--- src/rtl/adder_4bit_full_adder.sv ---
// One-bit full adder: the single stage of the ripple-carry chain.
// Purely combinational; the enclosing adder supplies all registering.
module full_adder (
    input  logic a,
    input  logic b,
    input  logic cin,
    output logic s,
    output logic cout
);

    // Sum is the parity of the three inputs.
    // A carry is generated when both operand bits are set,
    // or propagated when exactly one is set and a carry arrives.
    assign s    = a ^ b ^ cin;
    assign cout = (a & b) | (cin & (a ^ b));

endmodule

--- src/rtl/adder_4bit.sv ---
// Registered ripple-carry adder: {Cout,Sum} = A + B + Cin, plus signed overflow.
// One cycle of latency. out_valid marks a freshly accepted result.
// Sum/Cout/Ovf keep their last result while no new operands are accepted.
module adder_4bit #(
    parameter int WIDTH = 4
) (
    input  logic             clk,
    input  logic             rst_n,
    input  logic             in_valid,
    input  logic [WIDTH-1:0] A,
    input  logic [WIDTH-1:0] B,
    input  logic             Cin,
    output logic             out_valid,
    output logic [WIDTH-1:0] Sum,
    output logic             Cout,
    output logic             Ovf
);

    // Carry chain: c[i] is the carry into bit i, and c[WIDTH] is the final carry out.
    logic [WIDTH:0]   c;
    logic [WIDTH-1:0] s;

    logic             out_valid_d, out_valid_q;
    logic [WIDTH-1:0] sum_d, sum_q;
    logic             cout_d, cout_q;
    logic             ovf_d, ovf_q;

    assign c[0] = Cin;

    genvar i;
    generate
        for (i = 0; i < WIDTH; i++) begin : g_ripple
            full_adder u_fa (
                .a    (A[i]),
                .b    (B[i]),
                .cin  (c[i]),
                .s    (s[i]),
                .cout (c[i+1])
            );
        end
    endgenerate

    // Next-state select: capture a new result on in_valid, otherwise hold.
    always_comb begin
        // NOTE: every output of this block gets a default before any branch,
        // so no path leaves a signal unassigned and no latch is inferred.
        out_valid_d = in_valid;
        sum_d       = sum_q;
        cout_d      = cout_q;
        ovf_d       = ovf_q;
        if (in_valid) begin
            sum_d  = s;
            cout_d = c[WIDTH];
            // Signed overflow: the carry into the MSB differs from the carry out of it.
            ovf_d  = c[WIDTH] ^ c[WIDTH-1];
        end
    end

    // Output registers with asynchronous clear.
    always_ff @(posedge clk or negedge rst_n) begin
        if (!rst_n) begin
            out_valid_q <= 1'b0;
            sum_q       <= '0;
            cout_q      <= 1'b0;
            ovf_q       <= 1'b0;
        end else begin
            // NOTE: state updates use non-blocking assignments, so every flop
            // samples its _d value from before this edge, whatever the statement order.
            out_valid_q <= out_valid_d;
            sum_q       <= sum_d;
            cout_q      <= cout_d;
            ovf_q       <= ovf_d;
        end
    end

    assign out_valid = out_valid_q;
    assign Sum       = sum_q;
    assign Cout      = cout_q;
    assign Ovf       = ovf_q;

endmodule

--- config.mk ---
export PLATFORM = sky130hd
export DESIGN_NAME = adder_4bit
export DESIGN_NICKNAME = d
export VERILOG_FILES = /design/src/rtl/adder_4bit_full_adder.sv /design/src/rtl/adder_4bit.sv
export SDC_FILE = /design/constraint.sdc
export NUM_CORES = 1
export LEC_CHECK = 0
export ABC_AREA = 1
export ABC_CLOCK_PERIOD_IN_PS = 1500
export BUFFER_PORTS_ARGS = -buffer_cell sky130_fd_sc_hd__buf_2
export CAP_MARGIN = 20
export CORE_AREA = 2 2 39 41
export DETAILED_ROUTE_END_ITERATION = 16
export DIE_AREA = 0 0 41 43
export PLACE_DENSITY = 0.53
export SYNTH_ARGS = -nofsm -noshare
export SYNTH_HDL_FRONTEND = slang
export SYNTH_SLANG_ARGS = --single-unit
--- constraint.sdc ---
create_clock -name clk -period 1.5 [get_ports clk]
set_input_delay 0.075 -clock clk [delete_from_list [all_inputs] [get_ports clk]]
set_output_delay 0.075 -clock clk [all_outputs]
set_load 0.03 [all_outputs]
After elaboration in Yosys (flattened, before gate mapping)
Cells that the tools add are included.
{"block": "op_classes", "bitwise_logic": 21}
{"op": "bitwise XOR 1 bit", "count": 9}
{"op": "AND 1 bit", "count": 8}
{"op": "OR 1 bit", "count": 4}
{"block": "word_totals", "elab_cells": 25, "regBits": 7, "output_inout_bits": 7, "inputBits": 12}

Logic depth before layout (Yosys ltp)
Gate-level depths: netlist of the first run.
{"block": "depth", "ltp_word": 10, "mapped_depth": 11, "mapped_depth_nobuf": 11}

Modules after synthesis
Synthesis of the first run repeated with hierarchy kept, for this count alone.
{"block": "unflattened", "cells_unflattened": 33, "hier_area_um2": 344.1}
{"mod": "adder_4bit", "cells_each": 29, "area_each_um2": 264.0, "seq_area_each_um2": 175.2, "n_inst": 1}
{"mod": "full_adder", "cells_each": 1, "area_each_um2": 20.0, "seq_area_each_um2": 0.0, "n_inst": 4}

Worst setup path before layout of the first run
OpenSTA, ideal clock, no wires.
{"block": "synth_path", "kind": "input -> register", "start": "input port A[0]", "end": "register sum_q[3] (netlist: Sum[3])", "required_ps": 1424, "t_arrival_ps": 1698, "setup_ps": 76, "n_path_buf": 0, "setup_slack_ps": -274, "cell_stages": 8, "path_cell_list": "fa_1 > inv_1 > fa_1 > inv_1 > fa_1 > inv_1 > fa_1 > o21ai_1"}
{"block": "synth_between", "elab_chain_cells": 8, "elab_cells_between_ends": 9, "cone_classes": "bitwise (9)"}
{"item": "from (decl)", "line_no": "adder_4bit.sv:10", "source": "input logic [WIDTH-1:0] A,"}
{"item": "bitwise XOR 1 bit", "line_no": "adder_4bit_full_adder.sv:15", "source": "assign cout = (a & b) | (cin & (a ^ b));"}
{"item": "AND 1 bit", "line_no": "adder_4bit_full_adder.sv:15"}
{"item": "OR 1 bit (*)", "line_no": "adder_4bit_full_adder.sv:15"}
{"item": "AND 1 bit (*)", "line_no": "adder_4bit_full_adder.sv:15"}
{"item": "OR 1 bit (*)", "line_no": "adder_4bit_full_adder.sv:15"}
{"item": "AND 1 bit (*)", "line_no": "adder_4bit_full_adder.sv:15"}
{"item": "OR 1 bit (*)", "line_no": "adder_4bit_full_adder.sv:15"}
{"item": "bitwise XOR 1 bit (*)", "line_no": "adder_4bit_full_adder.sv:14", "source": "assign s = a ^ b ^ cin;"}
{"item": "to (signal assigned)", "line_no": "adder_4bit.sv:70", "source": "sum_q <= sum_d;"}
{"item": "to (decl)", "line_no": "adder_4bit.sv:24", "source": "logic [WIDTH-1:0] sum_d, sum_q;"}
Every way passes the cells marked *; elsewhere a longest branch is shown, timed or not.
A chain may end at the register's enable or synchronous reset.

Final worst setup path of the first run
Ends and elaborated chain as after synthesis.

==> impl_results.md, run 1 <==
* CP Cell Sequence: buf_6 -> fa_2 -> inv_2 -> fa_2 -> inv_2 -> fa_2 -> inv_2 -> fa_2 -> o21ai_2
* Cell area after placement at 481.7 um2
* Worst slack on hold paths at between 20 and 25 ps
* Antenna violations before repair at 0
* Mean number of vias per cell at between 4 and 5
* Slew Limit Headroom at between 80% and 90%
* Required time worst endpoint at between 1500 and 2000 ps
* Grt total ovfl at 0
* Post-route ant nets at 0
* Cell count after synthesis at 37
* Routed vias at 311
* Final wirelength at about 720 um
* Avg Cell Area, Syn at about 9.8 um2
* Stages on the worst setup path at 9
* Area grow syn2layout at 50.52%
* Largest net degree at the start of global routing at 10
* Proportion of layout cells with a drive suffix above 1 at ~54%
* Top-area cell type share of the netlist area at roughly half
* Run status: finished, violations left
* Initial Util at between 20% and 30%
* Clock transition at the register clock pins on the worst setup and hold paths after CTS at about 50 ps
* Clock latency of the later-clocked register in the worst-skew pair at 240 ps
* CTS tree: yes
* DP HPWL at 553.4 um
* Sort of element at the end of the critical path: flip-flop
* CTS Sinks at 7
* Hold Path Depth at 1
* Stage delay of the slowest cell on the critical path at 430 ps
* Final design instance area without fill at roughly 540 um2
* Crit path buf inv count at 4
* Setup crit start kind: input port
* Die height at around 43 um
* Cell family with most CP delay: adder cells
* Highest attainable clock frequency at between 600 and 700 MHz
* Iteration count of the initial detailed-routing pass at 2
* Max-Cap Viols at 0
* Max Slew Vio Count at 0
* Arrival time reported for the critical path endpoint at approximately 1800 ps
* Yosys warning total at 0
* Total Routing Usage GR at roughly a tenth
* Core area at 1384 um2
* Final Worst Setup Slack at -103.6 ps
* Die area at 1763 um2
* Fraction of the cycle the final worst path needs at 106.9%
* Pin slew with the least headroom to its limit at 160.8 ps
* Slowest stage cell on the critical path: fa_2
* Category of the critical setup timing path: input port to flip-flop
* Iter 0 DRT Violations at 2
* Number of global-route vias before repair at ~300
* Minimum clock period at 1604 ps
* Endpoints failing hold at 0
* FF+latch count, synth at 7
* Netlist Area Pre-Place at between 300 and 400 um2
* First-pass GRT wire length at 1090 um
* Setup violators final at 2
* Number of nets in the finished design at 78
* Die width at ~41 um
* Number of buffers added by the clock tree synthesis step at 3
* H-tree depth at 1
* Routed length per placed instance at between 9 and 10 um
* Library cell with the largest summed area after synthesis: dfrtp_1
* Cell at the root of the clock tree: clkbuf_4
* Register area share after synthesis at 48.44%
* RD Place Congestion at a little under 0.6
* Setup repair after global routing missed its margin: yes
* P per Cell Area at 1071 nW/um2
* Synth area leaders: dfrtp_1 (48%), fa_1 (22%), nand2_1 (13%)
* Violations in the final reports: setup timing
* Leakage power of the design at about 0.3 nW
* Reg2Reg Depth at 2
* Port bufs at 18
* Synthesized netlist net count at between 50 and 60
* Setup clock skew after layout at 0 ps
* Number of top-level pins at 19
* Library cells used by synthesis at 8
* Count of standard-cell rows at 14
* Max rail drop VDD at ~0.21 mV
* Hold Path Class: input port to flip-flop
* Number of buffers on the longest clock path at 2
* Cell repeated most along the worst path: fa_2
* Post-detailed-route DRC marker count at 0
* Critical Path Fanout Max at 2
* Antenna Diode Count at 0
power breakdown:
part	internal (mW)	total, mW	switching [mW]
combinational	0.0687	0.187	0.118
clock	0.101	0.166	0.0648
sequential	0.216	0.230	0.0132
total	0.386	0.583	0.196
path summary, 6_finish.rpt:
check | from | end | slack, ps
worst max-delay path | A[0] | Sum[3] | -100
worst min-delay path | in_valid | out_valid | 20
worst max register to register | Sum[3] | Sum[3] | 870
worst min register to register | Sum[0] | Sum[0] | 470
max in group asynchronous | rst_n | Cout | 1160
min in group asynchronous | rst_n | Ovf | 190
registers in the layout, summed over array words and instances, names as in the netlist:
name / count
Sum: 4
out_valid: 1
Cout: 1
Ovf: 1
layout make-up:
cell class	instances	area [um2]
inverter	9	33.78
clock buffer	4	26.28
tap	16	20.02
fill	152	839.6
multi-input combinational	21	171.4
sequential	7	175.2
timing repair buffer	20	117.6
Yosys cell counts (all sizes together):
library cell / count
o21ai: 3
nand2: 13
fa: 4
nand3: 1
inv: 9
dfrtp: 7
worst reg2reg max path, delay by kind of cell (launching register included):
family	cells	cell delay, ps
flops	1	380
simple gates	1	80
compound gates	1	50
per-layer routing:
metal	part of all wire, %	vias up	global-route usage, %
li1	-	155	-
met1	36	140	10.07
met5	0	-	0
met4	1.7	0	12.00
met2	53	14	15.31
met3	8.5	2	1.571
per-stage QoR:
step / cells / total power [mW] / setup WS [ps] / utilization (%) / setup TNS [ps]
after floorplan: 37 / 0.3444 / -198.7 / - / -269.8
after global placement: 71 / 0.4017 / -358.9 / 34.81 / -797.3
after global routing: 77 / 0.6308 / -157.6 / 39.33 / -254.1
final: 77 / 0.5827 / -103.6 / 39.33 / -112.3
after detailed placement: 71 / 0.4063 / -409.5 / 34.81 / -842.8
after CTS: 77 / 0.5922 / -105.9 / 38.70 / -105.9
logic make-up after synthesis:
logic type                 share of synthesized area [%]
AOI/OAI and AO/OA                                  5.191
DFF                                                48.44
buffers and inverters                              9.342
adders and majority gates                          22.15
and+or+nand+nor                                    14.88
timing repair:
item / in CTS / in global routing
endpoints found under the setup margin: 2 / 3
endpoints found under the hold margin: 7 / 0
buffers inserted: 1 / 0
hold buffers: 1 / 0
gates resized for setup: 2 / 2
pin swaps: 1 / 3
layout by cell type (no fill, tap or decap):
| cell | instances |
|---|---|
| nand2_1 | 13 |
| dfrtp_1 | 7 |
| buf_2 | 17 |
| inv_2 | 4 |
| clkbuf_4 | 3 |
| inv_1 | 5 |
| nand3_2 | 1 |
| dlygate4sd3_1 | 1 |
| fa_2 | 4 |
| clkbuf_1 | 1 |
| buf_6 | 2 |
| o21ai_1 | 1 |
| o21ai_2 | 2 |
(Power assumes the default switching activity.)
==> run 2, diff against run 1 <==
SETUP_SLACK_MARGIN = 0.15   (was unset)
==> impl_results.md, run 2 (synthesized netlist as in run 1, its figures left out) <==
* Setup crit start kind: input port
* Endpoints failing hold at 0
* Met3 Usage GRT at approximately 1.6%
* Initial Util at around a quarter
* Pin slew with the least headroom to its limit at 152.7 ps
* Routed vias at roughly 300
* Max FFs per register at 4
* Die area at between 1500 and 2000 um2
* Iter 0 DRT Violations at 3
* Die height at 43 um
* Fraction of the cycle the final worst path needs at 106.4%
* Number of buffers on the longest clock path at 2
* Clock latency of the later-clocked register in the worst-skew pair at between 200 and 250 ps
* P per Cell Area at 1068 nW/um2
* DP HPWL at roughly 500 um
* Category of the critical setup timing path: input port to flip-flop
* Arrival time reported for the critical path endpoint at ~1800 ps
* Final Worst Setup Slack at -96.05 ps
* Post-detailed-route DRC marker count at 0
* Number of global-route vias before repair at between 300 and 400
* # placed instances at 71
* CTS Sinks at 7
* Max-Cap Viols at 0
* Hold Path Class: input port to flip-flop
* Max Slew Vio Count at 0
* Grt total ovfl at 0
* Setup violators final at 1
* CTS tree: yes
* Number of buffers added by the clock tree synthesis step at 3
* Final wirelength at 634 um
* Core area at approximately 1400 um2
* Cell area after placement at between 400 and 500 um2
* Iteration count of the initial detailed-routing pass at 3
* Commonest non-fill, non-tap cells in the layout: buf_2 (17), nand2_1 (13), dfrtp_1 (7)
* First-pass GRT wire length at ~1000 um
* Cell at the root of the clock tree: clkbuf_4
* Met1 Resource Use GR at between 7 and 8%
* Total Routing Usage GR at under 10%
* Post-route insts no fill at 78
* Number of nets in the finished design at between 70 and 80
* Antenna Diode Count at 0
* Sort of element at the end of the critical path: flip-flop
* Slew Limit Headroom at 89.82%
* Routed length per placed instance at 8.128 um
* Largest net degree at the start of global routing at 10
* Setup repair after global routing missed its margin: yes
* Area grow syn2layout at 50.17%
* Count of standard-cell rows at 14
* Critical Path Fanout Max at 2
* Met2 routing resource usage after global routing at about 15%
* Port bufs at 18
* Required time worst endpoint at ~1700 ps
* Final design instance area without fill at 543.0 um2
* Leakage power of the design at approximately 0.30 nW
* Minimum clock period at approximately 1600 ps
* Die width at between 40 and 50 um
* Peak-usage layer in the global routing report: met2
* Proportion of layout cells with a drive suffix above 1 at between 50% and 60%
* Antenna violations before repair at 0
* Violations in the final reports: setup timing
* RD Place Congestion at roughly 0.59
* H-tree depth at 1
* Highest attainable clock frequency at between 600 and 700 MHz
* Mean number of vias per cell at about 4.0
* Max rail drop VDD at 0.2150 mV
* Clock transition at the register clock pins on the worst setup and hold paths after CTS at 50 ps
* Run status: finished, violations left
* Post-route ant nets at 0
* Number of top-level pins at 19
* Most common cell after layout, fill and taps aside: buf_2
* Setup clock skew after layout at 0 ps
[run 2: cell types whose count changed in the layout (fill, tap and decap cells not counted)]
| cell | change |
|---|---|
| o21ai_2 | -1 |
| nand3_1 | +1 |
| o21ai_1 | +1 |
| buf_4 | +1 |
| nand3_2 | -1 |
[run 2: final cells by class]
cell class | instances | area [um2]
clock buffers | 4 | 26.28
fillers | 149 | 840.8
inverters | 9 | 33.78
multi-input cells | 21 | 162.7
flip-flops and latches | 7 | 175.2
well taps | 16 | 20.02
repair buffers | 21 | 125.1
[run 2: worst max-delay path, cell delays in order]
cell,delay [ps]
buf_6,90
fa_2,370
inv_2,60
fa_2,180
inv_2,40
fa_2,340
inv_2,70
fa_2,430
o21ai_1,120
[run 2: timing repair]
action                                  4_1_cts  5_1_grt
endpoints found under the setup margin        3        3
hold endpoints to repair                      7        0
hold buffers                                  1        0
gates resized for setup                       2        0
buffers inserted                              2        0
pin swaps                                     3        2
[run 2: path summary, 6_finish.rpt]
| check | startpoint | end | slack, ps | depth (start not counted) |
|---|---|---|---|---|
| setup / recovery | A[0] | Sum[3] | -100 | 9 |
| hold / removal | in_valid | out_valid | 20 | 1 |
| hold reg to reg | Sum[2] | Sum[2] | 470 | 2 |
| min in group asynchronous | rst_n | Sum[0] | 180 | 2 |
| setup reg to reg | Cout | Cout | 890 | 2 |
| max in group asynchronous | rst_n | Sum[3] | 1160 | 2 |
[run 2: power by group]
group	switching [mW]	internal (mW)
clock network	0.0668	0.101
registers	0.0125	0.216
logic	0.114	0.0695
[run 2: layer usage]
metal | up-vias | part of all wire, %
met5 | - | 0
met4 | 0 | 2.2
met3 | 2 | 6.9
met2 | 12 | 48
met1 | 138 | 43
li1 | 157 | -
[run 2: per-stage QoR]
| step | total power [mW] | TNS [ps] | hold slack (ps) | setup slack [ps] | util, % |
|---|---|---|---|---|---|
| 6_report | 0.5800 | -96.05 | 18.01 | -96.05 | 39.24 |
| 5_1_grt | 0.6213 | -213.6 | 12.20 | -145.4 | 39.24 |
| 2_1_floorplan | 0.3441 | -267.6 | -220.6 | -198.7 | - |
| 3_3_place_gp | 0.4020 | -742.3 | -85.39 | -359.0 | 34.81 |
| 3_5_place_dp | 0.4040 | -775.1 | -86.64 | -373.6 | 34.81 |
| 4_1_cts | 0.5879 | -94.46 | 8.697 | -94.46 | 39.24 |
==> run 3, diff against run 2 <==
RECOVER_POWER = 50   (was unset)
==> impl_results.md, run 3 (synthesized netlist as in run 1, its figures left out) <==
* Final wirelength at roughly 630 um
* CP Cell Sequence: buf_6 -> fa_2 -> inv_2 -> fa_2 -> inv_2 -> fa_2 -> inv_2 -> fa_2 -> o21ai_1
* Relative contribution of sequential cells to total power at between 30 and 40%
* Max Slew Vio Count at 0
* Met1 Resource Use GR at under 10%
* Clock transition at the register clock pins on the worst setup and hold paths after CTS at about 50 ps
* Fraction of the cycle the final worst path needs at 106.4%
* Post-detailed-route DRC marker count at 0
* Pin slew with the least headroom to its limit at about 360 ps
* CTS tree: yes
* Minimum clock period at about 1600 ps
* Setup repair after global routing missed its margin: yes
* Peak-usage layer in the global routing report: met2
* Setup clock skew after layout at 0 ps
* Critical Path Fanout Max at 2
* Core area at around 1400 um2
* Sort of element at the end of the critical path: flip-flop
* Required time worst endpoint at 1670 ps
* Hold Path Class: input port to flip-flop
* Count of standard-cell rows at 14
* Iter 0 DRT Violations at 3
* Category of the critical setup timing path: input port to flip-flop
* Routed vias at 309
* Combinational share of power at between 30% and 40%
* H-tree depth at 1
* P_sw at a little under 0.2 mW
* Met3 Usage GRT at 1.571%
* Arrival time reported for the critical path endpoint at around 1800 ps
* Stage delay of the slowest cell on the critical path at 430 ps
* DP HPWL at between 400 and 500 um
* End-of-flow core utilization at a little under 40%
* Port bufs at 18
* Iteration count of the initial detailed-routing pass at 3
* Reg2Reg Depth at 2
* Violations in the final reports: setup timing
* Routed length per placed instance at 8.115 um
* Leakage power of the design at between 0.2 and 0.3 nW
* Final Worst Setup Slack at -96.05 ps
* Met2 routing resource usage after global routing at between 10% and 20%
* Post-route insts no fill at 78
* Run status: finished, violations left
* Die height at about 43 um
* Max-Cap Viols at 0
* Initial Util at roughly a quarter
* Highest attainable clock frequency at 626.5 MHz
* Die area at approximately 1800 um2
* Slew Limit Headroom at approximately three quarters
* Final setup TNS at -96.05 ps
* First-pass GRT wire length at 1007 um
* Worst setup startpoint: A[0]
* Number of global-route vias before repair at between 300 and 400
* Total Routing Usage GR at under 10%
* Worst hold path startpoint: in_valid
* CTS Sinks at 7
* Mean number of vias per cell at between 3 and 4
* Cell repeated most along the worst path: fa_2
* P per Cell Area at approximately 1100 nW/um2
* Hold Path Depth at 1
* Clock network fraction of total power at roughly 29%
* Most common cell after layout, fill and taps aside: buf_2
* Post-route ant nets at 0
* Antenna Diode Count at 0
* # placed instances at 71
* Grt total ovfl at 0
* Proportion of layout cells with a drive suffix above 1 at about half
* Number of top-level pins at 19
* Reg2reg setup slack at between 800 and 900 ps
* Setup violators final at 1
* End of the worst register-to-register path: Cout
* Slowest stage cell on the critical path: fa_2
* Commonest non-fill, non-tap cells in the layout: buf_2 (16), nand2_1 (13), dfrtp_1 (7)
* Die width at slightly above 40 um
* Area grow syn2layout at 49.83%
* Cell at the root of the clock tree: clkbuf_4
* Number of nets in the finished design at 79
* Max FFs per register at 4
* Antenna violations before repair at 0
* Number of buffers on the longest clock path at 2
* Setup crit start kind: input port
* Largest net degree at the start of global routing at 10
* Max rail drop VDD at ~0.21 mV
* Cell internal pwr at about 0.39 mW
* Net switching fraction of the power at between 30 and 40%
* Number of buffers added by the clock tree synthesis step at 3
* Clock latency of the later-clocked register in the worst-skew pair at ~240 ps
* RD Place Congestion at 0.5889
* Endpoints failing hold at 0
* Endpoint with the worst hold slack: out_valid
* Number of filler instances in the final layout at 150
* Worst reg2reg path startpoint: Cout
run 3: cell types whose count changed in the layout (fill, tap and decap cells not counted), sizes merged:
cell,previous run,this run
buf,20,19
clkbuf,4,5
run 3: per-layer routing:
layer / wire length [um] / part of all wire, % / up-vias
met5: 0 / 0 / -
met4: 14 / 2.2 / 0
met3: 44 / 7.0 / 2
met2: 303 / 48 / 12
met1: 270 / 43 / 138
li1: - / - / 157
run 3: timing repair:
action / in CTS / in global routing
endpoints found under the setup margin: 3 / 3
gates resized for setup: 2 / 0
hold endpoints to repair: 7 / 0
pin swaps: 3 / 2
hold buffers: 1 / 0
setup buffers: 2 / 0
run 3: stage by stage:
step	setup slack [ps]	total power [mW]	hold slack, ps	instance area, um2
after floorplan	-198.7	0.3441	-220.6	371.6
after global placement	-359.0	0.4020	-85.39	481.7
after detailed placement	-373.6	0.4040	-86.64	481.7
after CTS	-94.46	0.5879	8.697	543.0
after global routing	-145.4	0.6209	12.20	541.8
final	-96.05	0.5796	17.99	541.8
run 3: power groups by stage:
stage	clock, mW	sequential (mW)	combinational (mW)
floorplan	0	0.288	0.0560
global placement	0	0.232	0.171
detailed placement	0	0.231	0.173
CTS	0.174	0.228	0.186
global route	0.182	0.232	0.207
finish	0.168	0.229	0.183
run 3: cell type report:
class                      instances  area (um2)  area share, %
clock buffer                       4       26.28          4.850
inverter                           9       33.78          6.236
timing repair buffer              21       123.9          22.86
sequential                         7       175.2          32.33
multi-input combinational         21       162.7          30.02
tap                               16       20.02          3.695
run 3: worst max-delay path: cells and delay by family:
kind                       cells  cell delay, ps
adders and majority gates      4            1320
AOI/OAI and AO/OA              1             120
buffers and inverters          4             260
run 3: worst max path at each step:
stage | end | depth (start not counted) | slack (ps)
after global placement | Sum[3] | 9 | -360
after floorplan | Sum[3] | 8 | -200
final | Sum[3] | 9 | -100
after detailed placement | Sum[3] | 9 | -370
after CTS | Sum[3] | 9 | -90
after global routing | Sum[3] | 9 | -150
